--- src/rtl/mem_stage.sv ---
// rtl/mem_stage.sv - pipeline memory stage: data bus load/store issue, load alignment, MEM/WB register
// Optional misaligned-access trap enabled by defining MEM_MISALIGN_TRAP_EN.
module mem_stage #(
  parameter int XLEN       = 64,
  parameter int REG_ADDR_W = 5
) (
  input  logic                  clk,
  input  logic                  rst,
  input  logic                  bubbleHold,
  input  logic                  in_valid,
  input  logic [XLEN-1:0]       in_aluOut,
  input  logic [XLEN-1:0]       in_rs2,
  input  logic                  in_memRead,
  input  logic                  in_memWrite,
  input  logic [1:0]            in_memSize,
  input  logic                  in_memUnsigned,
  input  logic                  in_isWriteBack,
  input  logic [REG_ADDR_W-1:0] in_wd,
  input  logic [XLEN-1:0]       in_instrAddr,
  input  logic [31:0]           in_instr,
  output logic                  dreq_valid,
  output logic [XLEN-1:0]       dreq_addr,
  output logic                  dreq_write,
  output logic [7:0]            dreq_strobe,
  output logic [XLEN-1:0]       dreq_data,
  input  logic                  dresp_ok,
  input  logic [XLEN-1:0]       dresp_data,
  output logic                  stall,
  output logic                  out_valid,
  output logic [XLEN-1:0]       out_result,
  output logic                  out_isWriteBack,
  output logic [REG_ADDR_W-1:0] out_wd,
  output logic [XLEN-1:0]       out_instrAddr,
  output logic [31:0]           out_instr
`ifdef MEM_MISALIGN_TRAP_EN
  ,
  output logic                  out_exception
`endif
);

  typedef enum logic {IDLE, WAIT} state_t;
  state_t state, state_nxt;

  // Operation captured at issue time; upstream is frozen but WAIT never looks at it.
  logic [2:0]            c_off;
  logic [1:0]            c_size;
  logic                  c_uns;
  logic                  c_load;
  logic                  c_wb;
  logic [REG_ADDR_W-1:0] c_wd;
  logic [XLEN-1:0]       c_alu;
  logic [XLEN-1:0]       c_pc;
  logic [31:0]           c_instr;

  logic            mem_op;
  logic            trap;
  logic            issue;
  logic            stall_c;
  logic [7:0]      byte_mask;
  logic [7:0]      strobe_c;
  logic [XLEN-1:0] shifted;
  logic [XLEN-1:0] load_val;

  assign mem_op = in_memRead | in_memWrite;

`ifdef MEM_MISALIGN_TRAP_EN
  logic [3:0] size_mask;
  assign size_mask = (4'd1 << in_memSize) - 4'd1;
  assign trap      = mem_op & (|(in_aluOut[2:0] & size_mask[2:0]));
`else
  assign trap = 1'b0;
`endif

  assign issue = in_valid & mem_op & ~trap;

  always_comb begin
    byte_mask = 8'hFF;
    case (in_memSize)
      2'd0:    byte_mask = 8'h01;
      2'd1:    byte_mask = 8'h03;
      2'd2:    byte_mask = 8'h0F;
      default: byte_mask = 8'hFF;
    endcase
  end

  // 8-bit shift drops lanes past byte 7 for misaligned accesses.
  assign strobe_c = byte_mask << in_aluOut[2:0];

  assign shifted = dresp_data >> {c_off, 3'b000};

  always_comb begin
    load_val = shifted;
    case (c_size)
      2'd0:    load_val = {{(XLEN-8){~c_uns & shifted[7]}}, shifted[7:0]};
      2'd1:    load_val = {{(XLEN-16){~c_uns & shifted[15]}}, shifted[15:0]};
      2'd2:    load_val = {{(XLEN-32){~c_uns & shifted[31]}}, shifted[31:0]};
      default: load_val = shifted;
    endcase
  end

  always_comb begin
    state_nxt = state;
    stall_c   = 1'b0;
    case (state)
      IDLE: begin
        if (issue) begin
          state_nxt = WAIT;
          stall_c   = 1'b1;
        end
      end
      WAIT: begin
        if (dresp_ok) state_nxt = IDLE;
        else          stall_c   = 1'b1;
      end
      default: state_nxt = IDLE;
    endcase
  end

  assign stall = stall_c & ~rst;

  always_ff @(posedge clk or posedge rst) begin
    if (rst) begin
      state           <= IDLE;
      dreq_valid      <= 1'b0;
      dreq_addr       <= '0;
      dreq_write      <= 1'b0;
      dreq_strobe     <= 8'h00;
      dreq_data       <= '0;
      out_valid       <= 1'b0;
      out_result      <= '0;
      out_isWriteBack <= 1'b0;
      out_wd          <= '0;
      out_instrAddr   <= '0;
      out_instr       <= '0;
`ifdef MEM_MISALIGN_TRAP_EN
      out_exception   <= 1'b0;
`endif
      c_off           <= 3'd0;
      c_size          <= 2'd0;
      c_uns           <= 1'b0;
      c_load          <= 1'b0;
      c_wb            <= 1'b0;
      c_wd            <= '0;
      c_alu           <= '0;
      c_pc            <= '0;
      c_instr         <= '0;
    end else begin
      state <= state_nxt;
      case (state)
        IDLE: begin
          out_valid <= 1'b0;
`ifdef MEM_MISALIGN_TRAP_EN
          out_exception <= 1'b0;
`endif
          if (in_valid && (!mem_op || trap)) begin
            out_valid       <= ~bubbleHold;
            out_result      <= in_aluOut;
            out_isWriteBack <= in_isWriteBack & ~trap;
            out_wd          <= in_wd;
            out_instrAddr   <= in_instrAddr;
            out_instr       <= in_instr;
`ifdef MEM_MISALIGN_TRAP_EN
            out_exception   <= trap;
`endif
          end
          if (issue) begin
            dreq_valid  <= 1'b1;
            dreq_addr   <= {in_aluOut[XLEN-1:3], 3'b000};
            dreq_write  <= in_memWrite;
            dreq_strobe <= strobe_c;
            dreq_data   <= in_rs2 << {in_aluOut[2:0], 3'b000};
            c_off       <= in_aluOut[2:0];
            c_size      <= in_memSize;
            c_uns       <= in_memUnsigned;
            c_load      <= in_memRead & ~in_memWrite;
            c_wb        <= in_isWriteBack;
            c_wd        <= in_wd;
            c_alu       <= in_aluOut;
            c_pc        <= in_instrAddr;
            c_instr     <= in_instr;
          end
        end
        WAIT: begin
          if (dresp_ok) begin
            dreq_valid      <= 1'b0;
            out_valid       <= ~bubbleHold;
            out_result      <= c_load ? load_val : c_alu;
            out_isWriteBack <= c_wb;
            out_wd          <= c_wd;
            out_instrAddr   <= c_pc;
            out_instr       <= c_instr;
          end
        end
        default: ;
      endcase
    end
  end

endmodule

--- config.mk ---
export PLATFORM = sky130hd
export DESIGN_NAME = mem_stage
export DESIGN_NICKNAME = d
export VERILOG_FILES = /design/src/rtl/mem_stage.sv
export SDC_FILE = /design/constraint.sdc
export NUM_CORES = 1
export LEC_CHECK = 0
export BUFFER_PORTS_ARGS = -buffer_cell sky130_fd_sc_hd__buf_2
export CAP_MARGIN = 25
export CORE_MARGIN = 2
export CORE_UTILIZATION = 30
export CTS_BUF_LIST = sky130_fd_sc_hd__clkbuf_8
export CTS_CLUSTER_DIAMETER = 30
export DETAILED_ROUTE_END_ITERATION = 10
export SLEW_MARGIN = 40
export SYNTH_ARGS = -nofsm -noshare
export SYNTH_HDL_FRONTEND = slang
export SYNTH_SLANG_ARGS = --single-unit
--- constraint.sdc ---
create_clock -name clk -period 18.39 [get_ports clk]
set_input_delay 0.9195 -clock clk [delete_from_list [all_inputs] [get_ports clk]]
set_output_delay 0.9195 -clock clk [all_outputs]
set_load 0.02 [all_outputs]
==> run summary, run 1 <==
The run finished with clean final reports. The fraction of the cycle the final worst path needs is about a fifth. For this block, the via count after detailed routing is 18.9k. STA puts the critical path data required time at ~17 ns.

After synthesis, the largest area contributor takes up 48.2% of total cell area. The count of synthesis-stage warnings from yosys came out at 0. For this design, the CTS-stage hold fixing added 0 buffers. The power per unit of standard cell area came out at 142 nW/um^2. The initial core utilization came out at between 30% and 40%. The row count is between 90 and 100. The power consumption is 3.90 mW. In this run the clock root is driven by a sky130_fd_sc_hd__clkbuf_8. The mean cell area of the mapped netlist came out at 9.38 um^2. The number of library cell types mapped by synthesis came out at 60. Once detail routing completed, the nets flagged for antenna violations numbered 0. The overflow left after global routing came out at 0. STA classifies the critical path startpoint as a register. Yosys instantiated no cell more often than sky130_fd_sc_hd__nand2_1. The startpoint-to-endpoint class of the critical path is register to primary output.

The share of synthesized flip-flops with an asynchronous set or reset came out at 100%. The maximum fanout along the worst path is 22. The first global-routing pass estimated between 100 and 150 mm of wire. The tool flagged a number of max-cap violations equal to 0. The upper clock frequency limit is 259 MHz. The total count of max-transition violations in the final report is 0.

In this run the vertical extent of the chip is roughly 270 um. The buffers plus inverters on the worst setup path came out at 2. Cells with a size suffix above 1 make up 32.6% of the layout. The net count of the finished layout is 3,099. The peak supply drop is 0.0000724 V.

The critical path's largest stage delay came out at slightly below 0.7 ns. The sum of negative setup slack is 0 ns. The layout-stage area growth over the synthesis result came out at 28.2%. The number of detailed-route iterations in the first pass is 5. The layout has 7,220 filler cells. The average detailed-routed wire length per instance is between 20 and 25 um.

In this run the horizontal extent of the chip is around 270 um. The port buffer count is 606. Setup slack closes at around 15 ns.

Setup violations remaining at the end of the flow were counted as 0. The final number of hold-violating endpoints is 0. The H-tree was split into 3 levels. The source-to-sink clock delay at the later pin of the worst-skew pair came out at 0.72 ns. For this design the static power due to leakage is 13.8 nW. The slew of the pin with the lowest slew margin is ~0.89 ns. The post-CTS setup-driven buffer insertion count is 0.

TritonCTS built the clock tree. The storage element area is ~10,000 um^2. For this run, the register share of the synthesized area comes to 48.2%. The combined area of the multi-input logic cells came out at 9780 um^2. The synthesized instance count is 2,283. The commonest cells after synthesis are sky130_fd_sc_hd__nand2_1, sky130_fd_sc_hd__dfrtp_1, sky130_fd_sc_hd__mux2i_1, sky130_fd_sc_hd__o21ai_0, sky130_fd_sc_hd__a21oi_1. The number of global-route vias before repair came out at 18.5k. The post-CTS clock slew at the launch and capture registers of the worst setup and hold paths is 0.06 ns. The library cell occupying the most area in the post-synthesis netlist is sky130_fd_sc_hd__dfrtp_1. At the placement stage, the worst setup path has a slack of between 10 and 15 ns. The DRC violation count after routing is 0.

The DRC marker count from the first detailed-route iteration is 1,265. The number of buffers between clock root and the deepest sink came out at 3. The number of antenna violations at the first check in global routing is 19. The tightest min-delay check is of the primary input to asynchronous set/reset pin type. Buffers inserted during clock tree synthesis total about 110. The flip-flop and latch count after synthesis is roughly 410. Across the routed clock network, the largest skew measured is 0.0608 ns.

STA classifies the critical path endpoint as a primary output. The final weighted congestion in routability-driven placement came out at between 0.8 and 0.9. Once detailed placement completed, the half-perimeter wirelength came to ~54 mm.

The core footprint came out at 70,400 um^2. The pin count of the biggest net entering global routing is 153. The worst slew slack as a fraction of its limit came out at 41.0%. Setup repair after global routing left no endpoint under its margin. In this run, post-CTS repair resized a total of 0 instances. The number of vias per cell after detailed routing is 4.91. After synthesis, the cell types taking the most area are sky130_fd_sc_hd__dfrtp_1, sky130_fd_sc_hd__nand2_1, sky130_fd_sc_hd__mux2i_1, sky130_fd_sc_hd__mux4_2, sky130_fd_sc_hd__o21ai_0. On the critical path, the stage with the largest delay is an instance of sky130_fd_sc_hd__dfrtp_4. The arrival time of data at the critical path endpoint is approximately 3 ns. The final routed wirelength across all metal layers came out at just under 80 mm. Walking the worst path, the cells encountered are nor2b_1 > o21ai_4 > buf_4 > a21oi_1 > buf_2. Summing every instance area after synthesis gives around 21,000 um^2.

The die footprint came out at 73,500 um^2. The number of top-level pins is 610. In this design, the largest share of critical-path delay is due to flip-flops. The clock drives 412 sinks.

The combined global-route utilization of all metal layers came out at 20.3%. The final critical delay including setup and external delays came out at 3.86 ns. In the synthesized netlist the dominant register cell turns out to be sky130_fd_sc_hd__dfrtp_1. Yosys mapped a number of flops with a built-in enable equal to 0.
-- sequential cells by signal, indices dropped and copies added (netlist names) --
register,cells
out_instr,32
c_wb,1
state,1
out_result,64
c_pc,64
out_instrAddr,64
c_instr,32
dreq_write,1
out_isWriteBack,1
c_uns,1
c_size,2
out_valid,1
c_load,1
dreq_valid,1
c_off,2
c_alu,62
dreq_data,64
out_wd,5
dreq_strobe,8
c_wd,5
-- layer usage --
layer	vias to the layer above	share of wire (%)	track usage, %
li1	8855	-	-
met1	9101	42	26.5
met2	734	46	31.2
met3	176	7.7	5.78
met4	10	3.8	9.22
met5	-	0.087	0
-- final timing paths --
| check | start | to | slack [ns] | depth (start not counted) |
|---|---|---|---|---|
| hold reg to reg | dreq_strobe[7]$_DFFE_PP0P_ | dreq_strobe[7]$_DFFE_PP0P_ | 0.47 | 2 |
| hold / removal | rst | c_pc[1]$_DFFE_PP0P_ | 0.31 | 2 |
| setup reg to reg | state$_DFF_PP0_ | dreq_data[1]$_DFFE_PP0P_ | 15.00 | 7 |
| setup / recovery | state$_DFF_PP0_ | stall | 14.53 | 5 |
| max in group asynchronous | rst | dreq_data[16]$_DFFE_PP0P_ | 16.44 | 4 |
| min in group clk | in_instrAddr[17] | c_pc[17]$_DFFE_PP0P_ | 0.39 | 3 |
-- layout make-up --
cell class / count / share of cell area (%)
Antenna cell: 15 / 0.137
Timing Repair Buffer: 635 / 12.2
Clock buffer: 138 / 6.92
Multi-Input combinational cell: 1621 / 35.6
Tap cell: 940 / 4.28
Clock inverter: 69 / 2.96
Sequential cell: 412 / 37.6
Inverter: 14 / 0.246
-- worst reg2reg max path: cells and delay by family (launching register included) --
| family | cells | cell delay, ns |
|---|---|---|
| buffers and inverters | 2 | 0.59 |
| DFF | 1 | 0.68 |
| AOI/OAI and AO/OA | 2 | 0.46 |
| and+or+nand+nor | 3 | 1.60 |
-- layout by cell type (no fill, tap or decap), drive strengths merged, types with 7 or more instances in the layout --
cell type	count
nand2	701
buf	635
dfrtp	412
mux2i	179
o21ai	168
clkbuf	138
a21oi	109
nor2	91
nor2b	45
mux4	44
a211oi	41
a22oi	36
mux2	35
inv	32
a22o	26
clkinv	23
a31oi	16
diode	15
bufinv	15
clkinvlp	13
o221ai	12
o22ai	12
and2	11
and3	11
nand3	11
o21a	10
nor3	8
nand4	7
o21bai	7
-- cells by family (layout without fill, tap and decap cells) --
| group | Yosys count | after routing | synth area share, % |
|---|---|---|---|
| muxes | 258 | 258 | 14.9 |
| DFF | 412 | 412 | 48.2 |
| AOI/OAI and AO/OA | 459 | 459 | 13.4 |
| other | 1 | 18 | 0.0175 |
| buffers and inverters | 252 | 856 | 6.32 |
| and+or+nand+nor | 901 | 901 | 17.3 |
-- stage by stage --
| stage | utilization [%] | instances | area, um^2 | hold slack, ns |
|---|---|---|---|---|
| after floorplan | - | 2285 | 21400 | 0.445 |
| after global placement | 34.9 | 3619 | 24600 | 0.455 |
| after detailed placement | 35.0 | 3621 | 24700 | 0.458 |
| after CTS | 38.9 | 3828 | 27400 | 0.298 |
| after global routing | 39.0 | 3843 | 27500 | 0.303 |
| final | 39.0 | 3844 | 27500 | 0.311 |
-- power breakdown --
group	switching, mW	internal [mW]
combinational	0.771	0.406
clock	0.518	0.899
sequential	0.158	1.15
total	1.45	2.46
Power figures use the tool's default switching activity.
==> run 2: changes to the inputs <==
Clock period 18.39 ns to 3.45 ns, I/O delays scaled along.
==> run summary, run 2 (synthesized netlist as in run 1, its figures left out) <==
The port buffer count came out at 606 (unchanged). The type of the worst min-delay path is primary input to register (was primary input to asynchronous set/reset pin). The DRC marker count from the first detailed-route iteration was 1,421 (was 1,265). The number of vias per cell after detailed routing was 4.93 (was 4.91). The power per unit of standard cell area came to 680 nW/um^2 (was 142 nW/um^2). The critical path's largest stage delay is 0.66 ns (was 0.68 ns). The worst slew slack as a fraction of its limit is 42.1% (was 41.0%). The final weighted congestion in routability-driven placement is 0.919 (was 0.886).

The static leakage is 15.0 nW (was 13.8 nW). The combined global-route utilization of all metal layers came to 21.4% (was 20.3%). The number of global-route vias before repair is 20.6k (was 18.5k). The level count of the clock H-tree is 3 (unchanged). The final number of setup-violating endpoints is 0 (unchanged).

The remaining number of nets flagged by the antenna check after routing came out at 0 (unchanged). Run status: finished, final reports clean (unchanged). The power consumption is 20.6 mW (was 3.90 mW). The type of element launching the critical path was a register (unchanged).

The number of antenna violations at the first check in global routing was 8 (was 19). The number of top-level pins is 610 (unchanged). The number of buffers created by CTS is 109 (was 111). The root cell of the clock tree was sky130_fd_sc_hd__clkbuf_8 (unchanged).

The number of buffers between clock root and the deepest sink came to 3 (unchanged). The clock tree from TritonCTS is done (unchanged). Highest-count cells in the layout ignoring fill and taps: sky130_fd_sc_hd__nand2_1, sky130_fd_sc_hd__buf_2, sky130_fd_sc_hd__dfrtp_1, sky130_fd_sc_hd__dlygate4sd3_1, sky130_fd_sc_hd__mux2i_1 (was sky130_fd_sc_hd__nand2_1, sky130_fd_sc_hd__buf_2, sky130_fd_sc_hd__dfrtp_1, sky130_fd_sc_hd__mux2i_1, sky130_fd_sc_hd__o21ai_0).

The post-place instance area came out at 25,000 um^2 (was 24,700 um^2). The total count of max-transition violations in the final report is 0 (unchanged). The max capacitance violation total is 0 (unchanged).

Unrepaired setup endpoints after global routing: false (unchanged). The routing usage on met1 was 27.3% (was 26.5%). The post-placement setup slack came out at 0.937 ns (was 14.56 ns). The height of the die came out at 271 um (unchanged). After layout, the worst path uses between 70% and 80% of the clock period. The library cell contributing the largest single delay on the critical path is sky130_fd_sc_hd__dfrtp_2 (was sky130_fd_sc_hd__dfrtp_4). The critical path's most frequent cell is sky130_fd_sc_hd__dlygate4sd3_1. The startpoint-to-endpoint class of the critical path is register to register (was register to primary output).

The net count of the finished layout came out at 3,404 (was 3,099). The required time of the critical path came out at 4.01 ns (was 17.47 ns). The most common library cell in the layout ignoring fill and taps is sky130_fd_sc_hd__nand2_1 (unchanged).

The row count came out at 97 (unchanged). The global-route wire length before repair is 123 mm (was 115 mm). The maximum fanout along the worst path is 23 (was 22). The final critical delay including setup and external delays came out at 2.63 ns. The peak supply drop was 0.000507 V (was 0.0000724 V). The post-route clock skew came out at 0.0469 ns (was 0.0608 ns). The die footprint was 73,500 um^2 (unchanged). The type of destination of the critical path is a register (was primary output). The overflow left after global routing came out at 0 (unchanged). The initial core utilization is 30.4% (unchanged). The final routed wirelength across all metal layers came out at 80.7 mm (was 77.0 mm). The share of final-layout standard cells stronger than drive strength 1 came to 30.5% (was 32.6%).

The met2 demand-to-capacity share in global routing came to 34.0% (was 31.2%). The slew of the pin with the lowest slew margin came out at 0.868 ns (was 0.885 ns). The layout-stage area growth over the synthesis result came to 41.5% (was 28.2%). The worst-case setup margin in the final layout is 0.823 ns (was 14.53 ns). The post-route standard cell area excluding fillers is 30,300 um^2 (was 27,500 um^2). The core footprint is 70,400 um^2 (unchanged). The global routing's busiest layer is met2 (unchanged). The average detailed-routed wire length per instance came out at 19.5 um (was 20.0 um). The pin count of the biggest net entering global routing came out at 125 (was 153). The DRC violation count after routing came out at 0 (unchanged). Worst path cell trace: mux2_2 > dlygate4sd3_1 > a21oi_1 > dlygate4sd3_1 > a31oi_1 (was nor2b_1 > o21ai_4 > buf_4 > a21oi_1 > buf_2). The post-CTS clock slew at the launch and capture registers of the worst setup and hold paths came out at 0.06 ns (about the same). The total via count in the routed design is 20.4k (was 18.9k).

The minimum hold slack came out at 0.0797 ns (was 0.311 ns). The arrival time of data at the critical path endpoint came out at 3.19 ns (was 2.94 ns). The number of clock sinks came out at 412 (unchanged). The sum of net half-perimeters after detailed placement is 57.0 mm (was 53.7 mm).

The upper clock frequency limit is 381 MHz. The source-to-sink clock delay at the later pin of the worst-skew pair came out at 0.72 ns (about the same). The overall die width came to 271 um (unchanged). The final number of hold-violating endpoints came out at 0 (unchanged). The number of detailed-route iterations in the first pass came out at 6 (was 5). The met3 demand-to-capacity share in global routing is 5.77% (was 5.78%).
## run 2: cell count changes in the layout (fill, tap and decap cells not counted), moves of 7 or more
cell / before / now
sky130_fd_sc_hd__diode_2: 15 / 5
sky130_fd_sc_hd__buf_4: 14 / 48
sky130_fd_sc_hd__bufinv_16: 15 / 8
sky130_fd_sc_hd__clkinv_2: 18 / 31
sky130_fd_sc_hd__buf_12: 3 / 13
sky130_fd_sc_hd__buf_6: 11 / 2
sky130_fd_sc_hd__dlygate4sd3_1: 0 / 272
## run 2: final cells by class
cell class              count  area (um^2)
diodes                      5         12.5
clock buffers             136         1870
clock inverters            68          634
fillers                  6808        40100
inverters                  14         58.8
multi-input cells        1621         9780
flip-flops and latches    412        10300
well taps                 940         1180
repair buffers            942         6440
## run 2: worst paths after layout
kind | startpoint | endpoint | slack (ns) | depth (start not counted)
hold reg to reg | dreq_data[10]$_DFFE_PP0P_ | dreq_data[10]$_DFFE_PP0P_ | 0.47 | 2
setup / recovery | c_off[1]$_DFFE_PP0P_ | out_result[23]$_DFFE_PP0P_ | 0.82 | 5
min in group asynchronous | rst | out_wd[3]$_DFFE_PP0P_ | 0.67 | 4
hold / removal | in_aluOut[0] | c_off[0]$_DFFE_PP0P_ | 0.08 | 3
max in group asynchronous | rst | c_alu[33]$_DFFE_PP0P_ | 1.76 | 6
setup reg to reg | c_off[1]$_DFFE_PP0P_ | out_result[23]$_DFFE_PP0P_ | 0.82 | 5
## run 2: power breakdown
group / internal [mW] / total (mW) / switching (mW)
clock: 4.23 / 6.95 / 2.72
combinational: 2.45 / 6.60 / 4.15
sequential: 6.13 / 7.04 / 0.907
total: 12.8 / 20.6 / 7.78
## run 2: critical path, delay by kind of cell (launching register included)
kind                   cells  cell delay (ns)
AO/OA/AOI/OAI              2             0.22
multiplexers               1             0.43
flip-flops                 1             0.66
buffers and inverters      2             1.15
## run 2: routing by layer
layer  vias up  share of wire [%]
li1       9440                  -
met1      9851                 42
met2       872                 46
met3       245                7.6
met4         6                4.4
met5         -              0.046
## run 2: what timing repair did
item / 4_1_cts / 5_1_grt
buffers inserted: 0 / 0
gates resized for setup: 0 / 0
endpoints found under the hold margin: 529 / 0
hold buffers: 272 / 0
## run 2: stage by stage
step	std cells	setup TNS, ns	utilization, %
3_3_place_gp	3655	0	35.5
2_1_floorplan	2285	-937.76	-
4_1_cts	4132	0	43.0
6_report	4138	0	43.0
5_1_grt	4138	0	43.0
3_5_place_dp	3656	0	35.5
==> run 3: changes to the inputs <==
Clock period 3.45 ns to 2.16 ns, I/O delays scaled along.
==> run summary, run 3 (synthesized netlist as in run 1, its figures left out) <==
The arrival time of data at the critical path endpoint is 2.71 ns (was 3.19 ns). The filler cell count is 6,685 (was 6,808). The post-CTS clock slew at the launch and capture registers of the worst setup and hold paths is 0.06 ns (about the same). The number of global-route vias before repair came out at 21.1k (was 20.6k). The number of vias per cell after detailed routing is 4.95 (was 4.93).

The type of the worst min-delay path is primary input to register (unchanged). Unrepaired setup endpoints after global routing: true (was false). The minimum hold slack is 0.0901 ns (was 0.0797 ns). The most common library cell in the layout ignoring fill and taps is sky130_fd_sc_hd__nand2_1 (unchanged). The clock tree from TritonCTS is done (unchanged).

The uppermost signal routing layer after detailed routing was met5 (unchanged). Run status: finished, final reports clean (unchanged). The required time of the critical path came out at 2.74 ns (was 4.01 ns). The average detailed-routed wire length per instance is 20.0 um (was 19.5 um). The instance count after placement with tap cells included is 3,698 (was 3,656). The layout-stage area growth over the synthesis result is 46.0% (was 41.5%). The global-route wire length before repair came out at 128 mm (was 123 mm). The origin of the worst min-delay path is dresp_data[13] (was in_aluOut[0]). The DRC violation count after routing was 0 (unchanged). The proportion of power drawn by combinational gates came out at 33.2% (was 32.1%). The static leakage is 15.5 nW (was 15.0 nW). The number of buffers created by CTS came out at 109 (unchanged).

The number of detailed-route iterations in the first pass is 5 (was 6). The sum of net half-perimeters after detailed placement is 57.9 mm (was 57.0 mm). The detailed-routed wire length on met3 came to 6.80 mm (was 6.10 mm).

The number of top-level pins is 610 (unchanged). The source-to-sink clock delay at the later pin of the worst-skew pair is 0.70 ns (was 0.72 ns). The cell depth of the worst hold path is 5 (was 3). The die footprint is 73,500 um^2 (unchanged). The final weighted congestion in routability-driven placement came out at 0.932 (was 0.919). The relative contribution of the clock network to total power was 33.3% (was 33.8%). The fraction of the cycle the final worst path needs is 98.4% (was 76.2%).

The peak supply drop is 0.000686 V (was 0.000507 V). The terminus of the critical flop-to-flop path is out_result[20]$_DFFE_PP0P_ (was out_result[23]$_DFFE_PP0P_). The combined area of the multi-input logic cells is 9800 um^2 (was 9780 um^2).

The row count came out at 97 (unchanged). The final critical delay including setup and external delays is 2.13 ns (was 2.63 ns). The pin count of the biggest net entering global routing came to 84 (was 125). The internal power contribution came out at 21.0 mW (was 12.8 mW). Highest-count cells in the layout ignoring fill and taps: sky130_fd_sc_hd__nand2_1, sky130_fd_sc_hd__buf_2, sky130_fd_sc_hd__dfrtp_1, sky130_fd_sc_hd__dlygate4sd3_1, sky130_fd_sc_hd__mux2i_1 (unchanged).

The final number of setup-violating endpoints came out at 0 (unchanged). The maximum fanout along the worst path was 33 (was 23). The net count of the finished layout came out at 3,473 (was 3,404). The number of antenna violations at the first check in global routing came out at 11 (was 8). The port buffer count came to 606 (unchanged).

The final core area utilization came out at 44.4% (was 43.0%). The non-filler instance count after layout is 4,214 (was 4,138). The final routed wirelength across all metal layers came out at 84.5 mm (was 80.7 mm). The setup slack of the most critical reg-to-reg path is 0.03 ns (was 0.82 ns). The cell count of the worst reg-to-reg path came out at 5 (unchanged). The sequential group share of total power came out at 33.4% (was 34.2%). The worst slew slack as a fraction of its limit is 55.3% (was 42.1%).

The root cell of the clock tree was sky130_fd_sc_hd__clkbuf_8 (unchanged). The storage element area came out at 10,300 um^2 (unchanged). The final number of hold-violating endpoints came out at 0 (unchanged). The remaining number of nets flagged by the antenna check after routing came out at 0 (unchanged). The total count of max-transition violations in the final report was 0 (unchanged). The combined global-route utilization of all metal layers is 22.5% (was 21.4%).

The level count of the clock H-tree came out at 3 (unchanged). The power per unit of standard cell area came out at 1070 nW/um^2 (was 680 nW/um^2). The post-route clock skew came out at 0.0569 ns (was 0.0469 ns). The number of buffers between clock root and the deepest sink was 3 (unchanged). The core footprint is 70,400 um^2 (unchanged). The max capacitance violation total is 0 (unchanged). The switching power as a share of total power came to 37.6% (was 37.8%).

The net switching power figure came out at 12.6 mW (was 7.78 mW). The type of element launching the critical path was a register (unchanged). The DRC marker count from the first detailed-route iteration came to 1,443 (was 1,421).

The total via count in the routed design is 20.9k (was 20.4k). The number of clock sinks is 412 (unchanged). The height of the die is 271 um (unchanged). The routed metal-1 wirelength is 35.3 mm (was 33.6 mm). The upper clock frequency limit is 470 MHz (was 381 MHz). The origin of the critical flop-to-flop path is c_off[1]$_DFFE_PP0P_ (unchanged). The slew of the pin with the lowest slew margin is 0.670 ns (was 0.868 ns). The initial core utilization is 30.4% (unchanged). The overall die width came out at 271 um (unchanged). The type of destination of the critical path is a register (unchanged). The hold-critical path endpoint is out_result[13]$_DFFE_PP0P_ (was c_off[0]$_DFFE_PP0P_). The startpoint-to-endpoint class of the critical path is register to register (unchanged).

The share of final-layout standard cells stronger than drive strength 1 came out at 31.3% (was 30.5%). The overflow left after global routing is 0 (unchanged). The met2 wirelength from detailed routing came out at 38.6 mm (was 37.4 mm).
run 3: cell types whose count changed in the layout (fill, tap and decap cells not counted), sizes merged:
cell | previous run | this run
clkinv | 34 | 28
dlygate4sd3 | 272 | 291
diode | 5 | 10
bufinv | 8 | 11
inv | 30 | 36
clkbuf | 136 | 131
buf | 670 | 714
bufbuf | 0 | 5
clkinvlp | 10 | 15
run 3: repair_timing:
item	in CTS	in global routing
buffers inserted	4	0
cloned	5	0
hold buffers	291	0
gates resized for setup	4	5
hold endpoints to repair	575	0
pin swaps	1	0
setup endpoints to repair	1	33
run 3: worst max path at each step:
stage / to / from
2_1_floorplan: c_alu[10]$_DFFE_PP0P_ / rst
3_3_place_gp: out_result[60]$_DFFE_PP0P_ / c_off[1]$_DFFE_PP0P_
3_5_place_dp: out_result[45]$_DFFE_PP0P_ / c_off[1]$_DFFE_PP0P_
4_1_cts: stall / state$_DFF_PP0_
5_1_grt: out_result[45]$_DFFE_PP0P_ / c_off[1]$_DFFE_PP0P_
6_report: out_result[20]$_DFFE_PP0P_ / c_off[1]$_DFFE_PP0P_
run 3: critical path, cell delays in order (launching register included):
cell                            delay [ns]
sky130_fd_sc_hd__dfrtp_2              0.52
sky130_fd_sc_hd__buf_12               0.25
sky130_fd_sc_hd__mux2_2               0.36
sky130_fd_sc_hd__dlygate4sd3_1        0.58
sky130_fd_sc_hd__a21oi_2              0.18
sky130_fd_sc_hd__a31oi_1              0.10
run 3: area by class of cell:
| class | instances | area share, % |
|---|---|---|
| sequential | 412 | 33.0 |
| multi-input combinational | 1621 | 31.4 |
| timing repair buffer | 1011 | 23.6 |
| clock buffer | 130 | 5.73 |
| tap | 940 | 3.76 |
| clock inverter | 76 | 2.31 |
| inverter | 14 | 0.180 |
| antenna | 10 | 0.0801 |
run 3: per-layer routing:
metal | up-vias | track usage, %
li1 | 9606 | -
met1 | 9953 | 29.2
met2 | 1026 | 35.4
met3 | 265 | 5.48
met4 | 6 | 9.99
met5 | - | 0
run 3: stage by stage:
stage               setup WS, ns  instance area, um^2   TNS, ns  power (mW)
floorplan                  -3.50                21400  -1442.66        17.7
global placement           0.121                25600         0        21.7
detailed placement        0.0829                25600         0        21.8
CTS                       0.0255                31200         0        33.8
global route             -0.0389                31200   -0.0575        35.4
finish                    0.0335                31200         0        33.6
run 3: power by group through the flow:
stage	clock [mW]	combinational, mW	sequential (mW)
2_1_floorplan	0	5.12	12.6
3_3_place_gp	0	10.4	11.3
3_5_place_dp	0	10.5	11.3
4_1_cts	11.4	11.1	11.2
5_1_grt	11.9	12.0	11.5
6_report	11.2	11.2	11.2
